--- config.mk ---
export PLATFORM = sky130hd
export DESIGN_NAME = counter_8bit
export DESIGN_NICKNAME = d
export VERILOG_FILES = /design/src/rtl/counter_8bit_pkg.sv /design/src/rtl/counter_8bit_tick_gen.sv /design/src/rtl/counter_8bit.sv
export SDC_FILE = /design/constraint.sdc
export NUM_CORES = 1
export LEC_CHECK = 0
export CAP_MARGIN = 20
export CORE_MARGIN = 3
export CORE_UTILIZATION = 35
export DETAILED_ROUTE_END_ITERATION = 16
export PLACE_DENSITY = 0.55
export SLEW_MARGIN = 10
export SYNTH_ARGS = -nofsm -noshare
export SYNTH_HDL_FRONTEND = slang
export SYNTH_SLANG_ARGS = --single-unit
--- constraint.sdc ---
create_clock -name clk50m -period 2.75 [get_ports clk50m]
set_input_delay 0.6875 -clock clk50m [delete_from_list [all_inputs] [get_ports clk50m]]
set_output_delay 0.6875 -clock clk50m [all_outputs]
set_load 0.01 [all_outputs]
--- src/rtl/counter_8bit_pkg.sv ---
// Shared constants and helpers for the board-display up/down counter.
//   CLK_HZ_DEFAULT  : board clock frequency (50 MHz)
//   TICK_HZ_DEFAULT : default count rate (1 Hz)
//   WIDTH_DEFAULT   : default count width (8 bits)
//   calc_div()      : clocks per count step, clamped to a minimum of 2
package counter_8bit_pkg;

    localparam int unsigned CLK_HZ_DEFAULT  = 50_000_000;
    localparam int unsigned TICK_HZ_DEFAULT = 1;
    localparam int unsigned WIDTH_DEFAULT   = 8;

    // A divide ratio below 2 would leave the prescaler with no range to count
    // through, so it is clamped to 2.
    function automatic int unsigned calc_div(input int unsigned clk_hz,
                                             input int unsigned tick_hz);
        int unsigned d;
        d = clk_hz / tick_hz;
        return (d < 2) ? 2 : d;
    endfunction

endpackage

--- src/rtl/counter_8bit_tick_gen.sv ---
// Step-timing front end for counter_8bit.
//   clk_i  : system clock, rising edge
//   rst_ni : reset, asynchronous assert, active-low
//   ss_i   : start/stop switch (0 = run, 1 = pause), asynchronous to clk_i
//   ud_i   : direction switch (1 = up, 0 = down), asynchronous to clk_i
//   tick_o : one-clock pulse when the counter should step
//   ud_s_o : synchronised direction switch
// The reset is asserted immediately but released through two flops. Both
// switches pass through their own 2-flop synchronisers. While the design is
// running, the prescaler counts 0..DIV-1.
module counter_8bit_tick_gen
    import counter_8bit_pkg::*;
#(
    parameter int unsigned DIV = 4
) (
    input  logic clk_i,
    input  logic rst_ni,
    input  logic ss_i,
    input  logic ud_i,
    output logic tick_o,
    output logic ud_s_o
);

    localparam int unsigned   PW   = (DIV > 2) ? $clog2(DIV) : 1;
    localparam logic [PW-1:0] LAST = PW'(DIV - 1);

    logic [1:0]    rst_sync_q;
    logic [1:0]    ss_sync_q;
    logic [1:0]    ud_sync_q;
    logic [PW-1:0] presc_q;
    logic [PW-1:0] presc_d;
    logic          run_en;

    // The prescaler only advances once the internal reset has been released
    // and the pause switch, after synchronisation, reads "run". A pause
    // freezes the prescaler in place, so the phase is preserved across it.
    assign run_en = rst_sync_q[1] & ~ss_sync_q[1];
    assign tick_o = run_en & (presc_q == LAST);
    assign ud_s_o = ud_sync_q[1];

    always_comb begin
        presc_d = presc_q;
        if (run_en) begin
            presc_d = (presc_q == LAST) ? '0 : presc_q + 1'b1;
        end
    end

    always_ff @(posedge clk_i or negedge rst_ni) begin
        if (!rst_ni) begin
            rst_sync_q <= '0;
            ss_sync_q  <= '0;
            ud_sync_q  <= '0;
            presc_q    <= '0;
        end else begin
            rst_sync_q <= {rst_sync_q[0], 1'b1};
            ss_sync_q  <= {ss_sync_q[0], ss_i};
            ud_sync_q  <= {ud_sync_q[0], ud_i};
            presc_q    <= presc_d;
        end
    end

endmodule

--- src/rtl/counter_8bit.sv ---
// 8-bit up/down display counter that steps once per TICK_HZ period.
//   clk50m   : system clock, 50 MHz, rising edge
//   rs       : reset, asynchronous assert, active-low
//   ss       : start/stop switch (0 = run, 1 = pause)
//   ud       : direction switch (1 = up, 0 = down)
//   dem8_bit : current count, registered
// On reset the count clears to 0 at once, without waiting for a clock edge.
// On a tick it steps up or down, modulo 2^WIDTH.
module counter_8bit
    import counter_8bit_pkg::*;
#(
    parameter int unsigned CLK_HZ  = CLK_HZ_DEFAULT,
    parameter int unsigned TICK_HZ = TICK_HZ_DEFAULT,
    parameter int unsigned WIDTH   = WIDTH_DEFAULT
) (
    input  logic             clk50m,
    input  logic             rs,
    input  logic             ss,
    input  logic             ud,
    output logic [WIDTH-1:0] dem8_bit
);

    localparam int unsigned DIV = calc_div(CLK_HZ, TICK_HZ);

    logic             tick;
    logic             ud_s;
    logic [WIDTH-1:0] count_q;
    logic [WIDTH-1:0] count_d;

    counter_8bit_tick_gen #(
        .DIV (DIV)
    ) u_tick_gen (
        .clk_i  (clk50m),
        .rst_ni (rs),
        .ss_i   (ss),
        .ud_i   (ud),
        .tick_o (tick),
        .ud_s_o (ud_s)
    );

    // The count wraps naturally through the fixed-width add and subtract.
    always_comb begin
        count_d = count_q;
        if (tick) begin
            count_d = ud_s ? count_q + 1'b1 : count_q - 1'b1;
        end
    end

    always_ff @(posedge clk50m or negedge rs) begin
        if (!rs) begin
            count_q <= '0;
        end else begin
            count_q <= count_d;
        end
    end

    assign dem8_bit = count_q;

endmodule

## Word-level counts from Yosys, hierarchy flattened

Index checks and enable logic that the tools add are counted.

- Mux-type cells: 2
- $add $sub $neg: 3
- Equality and inequality tests: 1
- Bitwise operators: 3

Operator list:

| operator | number |
|---|---|
| $add 26x1->26 const B | 1 |
| $eq 26x26->1 const B | 1 |
| $mux 26 | 1 |
| $add 8x1->8 const B | 1 |
| $mux 8 | 1 |
| $sub 8x1->8 const B | 1 |
| $and 1x1->1 | 2 |
| $not 1->1 | 1 |

- Word-level logic and storage cells: 14
- Input bits: 4
- Register bits after elaboration: 40

## Depth between registers and ports, before layout

- Depth after elaboration: 3
- Depth in mapped cells: 7
- Depth with buffers taken out: 7

## Cells and area by module

From an unflattened synthesis, not the netlist that was laid out.

- Cell total of the unflattened synthesis: 222
- Area total of the unflattened synthesis: 2223.4 um2

By module, submodules not included:

| module | area an instance (um2) | instances | cells each | seq. area each (um2) |
|---|---|---|---|---|
| counter_8bit_tick_gen | 1606.5 | 1 | 163 | 800.8 |
| counter_8bit | 616.8 | 1 | 59 | 200.2 |

## Worst setup path before layout

OpenSTA, ideal clock, no wires.

- Path kind: register to register
- From: register u_tick_gen.presc_q[16]
- To: register u_tick_gen.presc_q[2]
- Period minus slack after synthesis: 2.166 ns
- Arrival time: 2.040 ns
- Path slack: 0.584 ns
- Stages on the path, launching flop included: 6
- Cells stage by stage: dfrtp_1 -> or4b_1 -> or4_4 -> nor3_4 -> nand2_2 -> a221o_1

- Longest elaborated chain between the ends: 2

RTL lines:

| element | line | RTL |
|---|---|---|
| start: declaration | counter_8bit_tick_gen.sv:30 | `logic [PW-1:0] presc_q;` |
| start signal: assignment | counter_8bit_tick_gen.sv:58 | `presc_q <= presc_d;` |
| $eq 26x26->1 | counter_8bit_tick_gen.sv:44 | `presc_d = (presc_q == LAST) ? '0 : presc_q + 1'b1;` |
| $mux 26 | counter_8bit_tick_gen.sv:44 |  |

No other way between the ends.
A chain may end at the register's enable or synchronous reset.

## Final worst setup path

Ends and elaborated chain as after synthesis.

==> impl_metrics.csv <==
group,metric,value,unit
clock_tree,cts_tree,"done",
timing,hold_viol_final,0,
floorplan,num_io_pins,12,
synthesis,synth_top_area_share,47.8,%
synthesis,synth.largest_area_cell,"dfrtp_1",
placement,gp_congestion,0.801,
synthesis,synth_area,2090,um2
power_and_ir_drop,vdd_drop_max,0.000216,V
synthesis,synth-seq-area-share,47.8,%
synthesis,synth_edf_count,0,
timing,finalSetupTns,0,ps
routing,post_drt_wl_per_cell,14.2,um
global_route,antenna_found_initial,0,
cells_and_area,nNetsFinal,238,
synthesis,synth_area_per_cell,10.1,um2
critical_path,crit_arrival,2480,ps
clock_tree,ctsResizeCount,0,
clock_tree,cts.htree.levels,2,
clock_tree,cts_sinks,40,
clock_tree,cts_setup_buffers,0,
synthesis,synth_area_leaders,"dfrtp_1, xor2_1, ha_1",
timing,hold_slack,359,ps
synthesis,synth_common_cells,"dfrtp_1, nor2_1, nand2_1",
synthesis,syn_nets,220,
routing,antenna_left,0,
critical_path,critPathRequiredTime,2940,ps
global_route,grt_usage,13.8,%
critical_path,cp-end-kind,"flop",
floorplan,dieArea,6950,um2
placement,port_buffers,11,
synthesis,synthCells,207,
clock_tree,insertion_delay,300,ps
routing,drc_errors,0,
cells_and_area,antenna_cells,0,
clock_tree,cts-root-buf,"clkbuf_8",
clock_tree,cts_buffer_depth,2,
critical_path,cp_slowest_cell,"or4b_1",
synthesis,synth_seq_cells,40,
timing,tightest_slew,879,ps
global_route,grt_pass1_wl,7.90,mm
clock_tree,cts_buffers,5,
routing,firstDrtPassIters,4,
synthesis,yosysWarnings,0,
job,drv_cap,0,
cells_and_area,drive_gt1_share,8.41,%
global_route,grt_pass1_vias,1648,
floorplan,fp.dieH,83.4,um
critical_path,crit_chain,"or4b_1 > or4_4 > nor3_4 > nand2_2 > a221o_1",
synthesis,async_reset_ff_share,100,%
global_route,grt_start_max_net_pins,41,
timing,rsz0062_at_grt,"false",
timing,setup_viol,0,
routing,postRouteWirelength,4.22,mm
critical_path,criticalPathCategory,"flop to flop",
timing,finalMaxSlewViolations,0,
synthesis,synth_cell_types,45,
clock_tree,clk_pin_slew_worst_paths,90,ps
clock_tree,cts_hold_buf,0,
min_path,hp-class,"flop to flop",
synthesis,synth_most_common_cell,"dfrtp_1",
placement,dp_hpwl,3.03,mm
timing,timing.slew.headroom,41.4,%
floorplan,start_util,37.1,%
synthesis,ys.flop_type,"dfrtp_1",
routing,vias_per_cell,5.24,
timing,max_freq,0.436,GHz
floorplan,die_w,83.4,um
global_route,grt_overflow,0,
timing,timing.final.crit_share,83.4,%
floorplan,coreArea,5640,um2
routing,initialDrtViolationCount,93,
power_and_ir_drop,p_per_area,593,nW/um2
cells_and_area,final_util,42.9,%
cells_and_area,area_growth_syn_to_layout,15.5,%
outcome,status,"finished, final reports clean",
timing,skew,9.70,ps
routing,vias,1563,
critical_path,max_stage_delay,570,ps
floorplan,rows,27,
critical_path,cp_max_fo,6,
power_and_ir_drop,p_leak,0.00107,uW
timing,layout_min_cycle_time,2290,ps
critical_path,start_kind,"flop",
[registers in the layout (all words and copies together) (netlist names)]
name	count
dem8_bit	8
u_tick_gen.presc_q	26
u_tick_gen.rst_sync_q	2
u_tick_gen.ss_sync_q	2
u_tick_gen.ud_sync_q	2
[where the power goes]
| group | leakage [uW] | internal, uW | switching [uW] |
|---|---|---|---|
| Combinational | 0.000487 | 96.2 | 122 |
| Sequential | 0.000524 | 640 | 76.3 |
| Clock | 0.0000583 | 273 | 225 |
[critical path: cells and delay by family (launching register included)]
| family | cells | cell delay (ps) |
|---|---|---|
| AO/OA/AOI/OAI | 1 | 320 |
| flip-flops | 1 | 440 |
| AND/OR/NAND/NOR | 4 | 1420 |
[cell families after synthesis]
group | Yosys count | share of synthesized area [%]
AOI/OAI and AO/OA | 38 | 11.4
muxes | 1 | 0.478
buffers and inverters | 9 | 1.73
xor gates and xnor gates | 24 | 10.0
adders and majority gates | 9 | 5.73
other | 1 | 0.179
and+or+nand+nor | 85 | 22.6
DFF | 40 | 47.8
[cell usage in the layout (no fill, tap or decap), types with 2 or more instances in the layout]
| cell | n |
|---|---|
| a21o_1 | 2 |
| a22o_1 | 2 |
| a221o_1 | 2 |
| buf_4 | 4 |
| o31ai_1 | 2 |
| o211ai_1 | 2 |
| nor2_1 | 17 |
| nand4_1 | 9 |
| nand2b_1 | 3 |
| clkinv_4 | 2 |
| a21oi_1 | 8 |
| or4b_1 | 2 |
| a22oi_1 | 2 |
| nor3b_1 | 3 |
| clkbuf_8 | 5 |
| o21ai_1 | 11 |
| nand2_1 | 16 |
| ha_1 | 8 |
| clkdlybuf4s50_1 | 10 |
| xnor2_1 | 10 |
| xor2_1 | 14 |
| and3_1 | 2 |
| nor3_1 | 6 |
| inv_1 | 5 |
| and2_1 | 2 |
| nor4_1 | 2 |
| nand3_1 | 12 |
| dfrtp_1 | 40 |
| o21ai_0 | 3 |
[cell type report]
class,instances,area [um2]
well taps,72,90.1
flip-flops and latches,40,1000
repair buffers,15,135
clock buffers,5,68.8
multi-input cells,158,1060
clock inverters,3,47.5
fillers,560,3220
inverters,5,18.8
[per-layer routing]
| layer | track usage, % | vias to the layer above | share of wire, % |
|---|---|---|---|
| li1 | - | 777 | - |
| met1 | 19.9 | 763 | 52 |
| met2 | 20.3 | 17 | 44 |
| met3 | 3.57 | 6 | 3.2 |
| met4 | 4.46 | 0 | 1.5 |
| met5 | 0 | - | 0 |
[through the flow]
step                cells  area [um2]  total power (uW)  worst slack (ps)
CTS                   298        2420              1460               441
global placement      290        2300               948               512
finish                298        2420              1430               456
global route          298        2420              1530               229
floorplan             207        2090               876               584
detailed placement    290        2300               949               455
[final timing paths]
check	from	endpoint	slack (ps)	depth (start not counted)
min in group asynchronous	rs	u_tick_gen.presc_q[5]$_DFFE_PN0P_	500	1
worst max register to register	u_tick_gen.presc_q[16]$_DFFE_PN0P_	u_tick_gen.presc_q[2]$_DFFE_PN0P_	460	5
worst max-delay path	u_tick_gen.presc_q[16]$_DFFE_PN0P_	u_tick_gen.presc_q[2]$_DFFE_PN0P_	460	5
max in group asynchronous	rs	u_tick_gen.presc_q[25]$_DFFE_PN0P_	1690	1
worst min-delay path	u_tick_gen.rst_sync_q[0]$_DFF_PN0_	u_tick_gen.rst_sync_q[1]$_DFF_PN0_	360	0
worst min register to register	u_tick_gen.rst_sync_q[0]$_DFF_PN0_	u_tick_gen.rst_sync_q[1]$_DFF_PN0_	360	0
(Power assumes the default switching activity.)
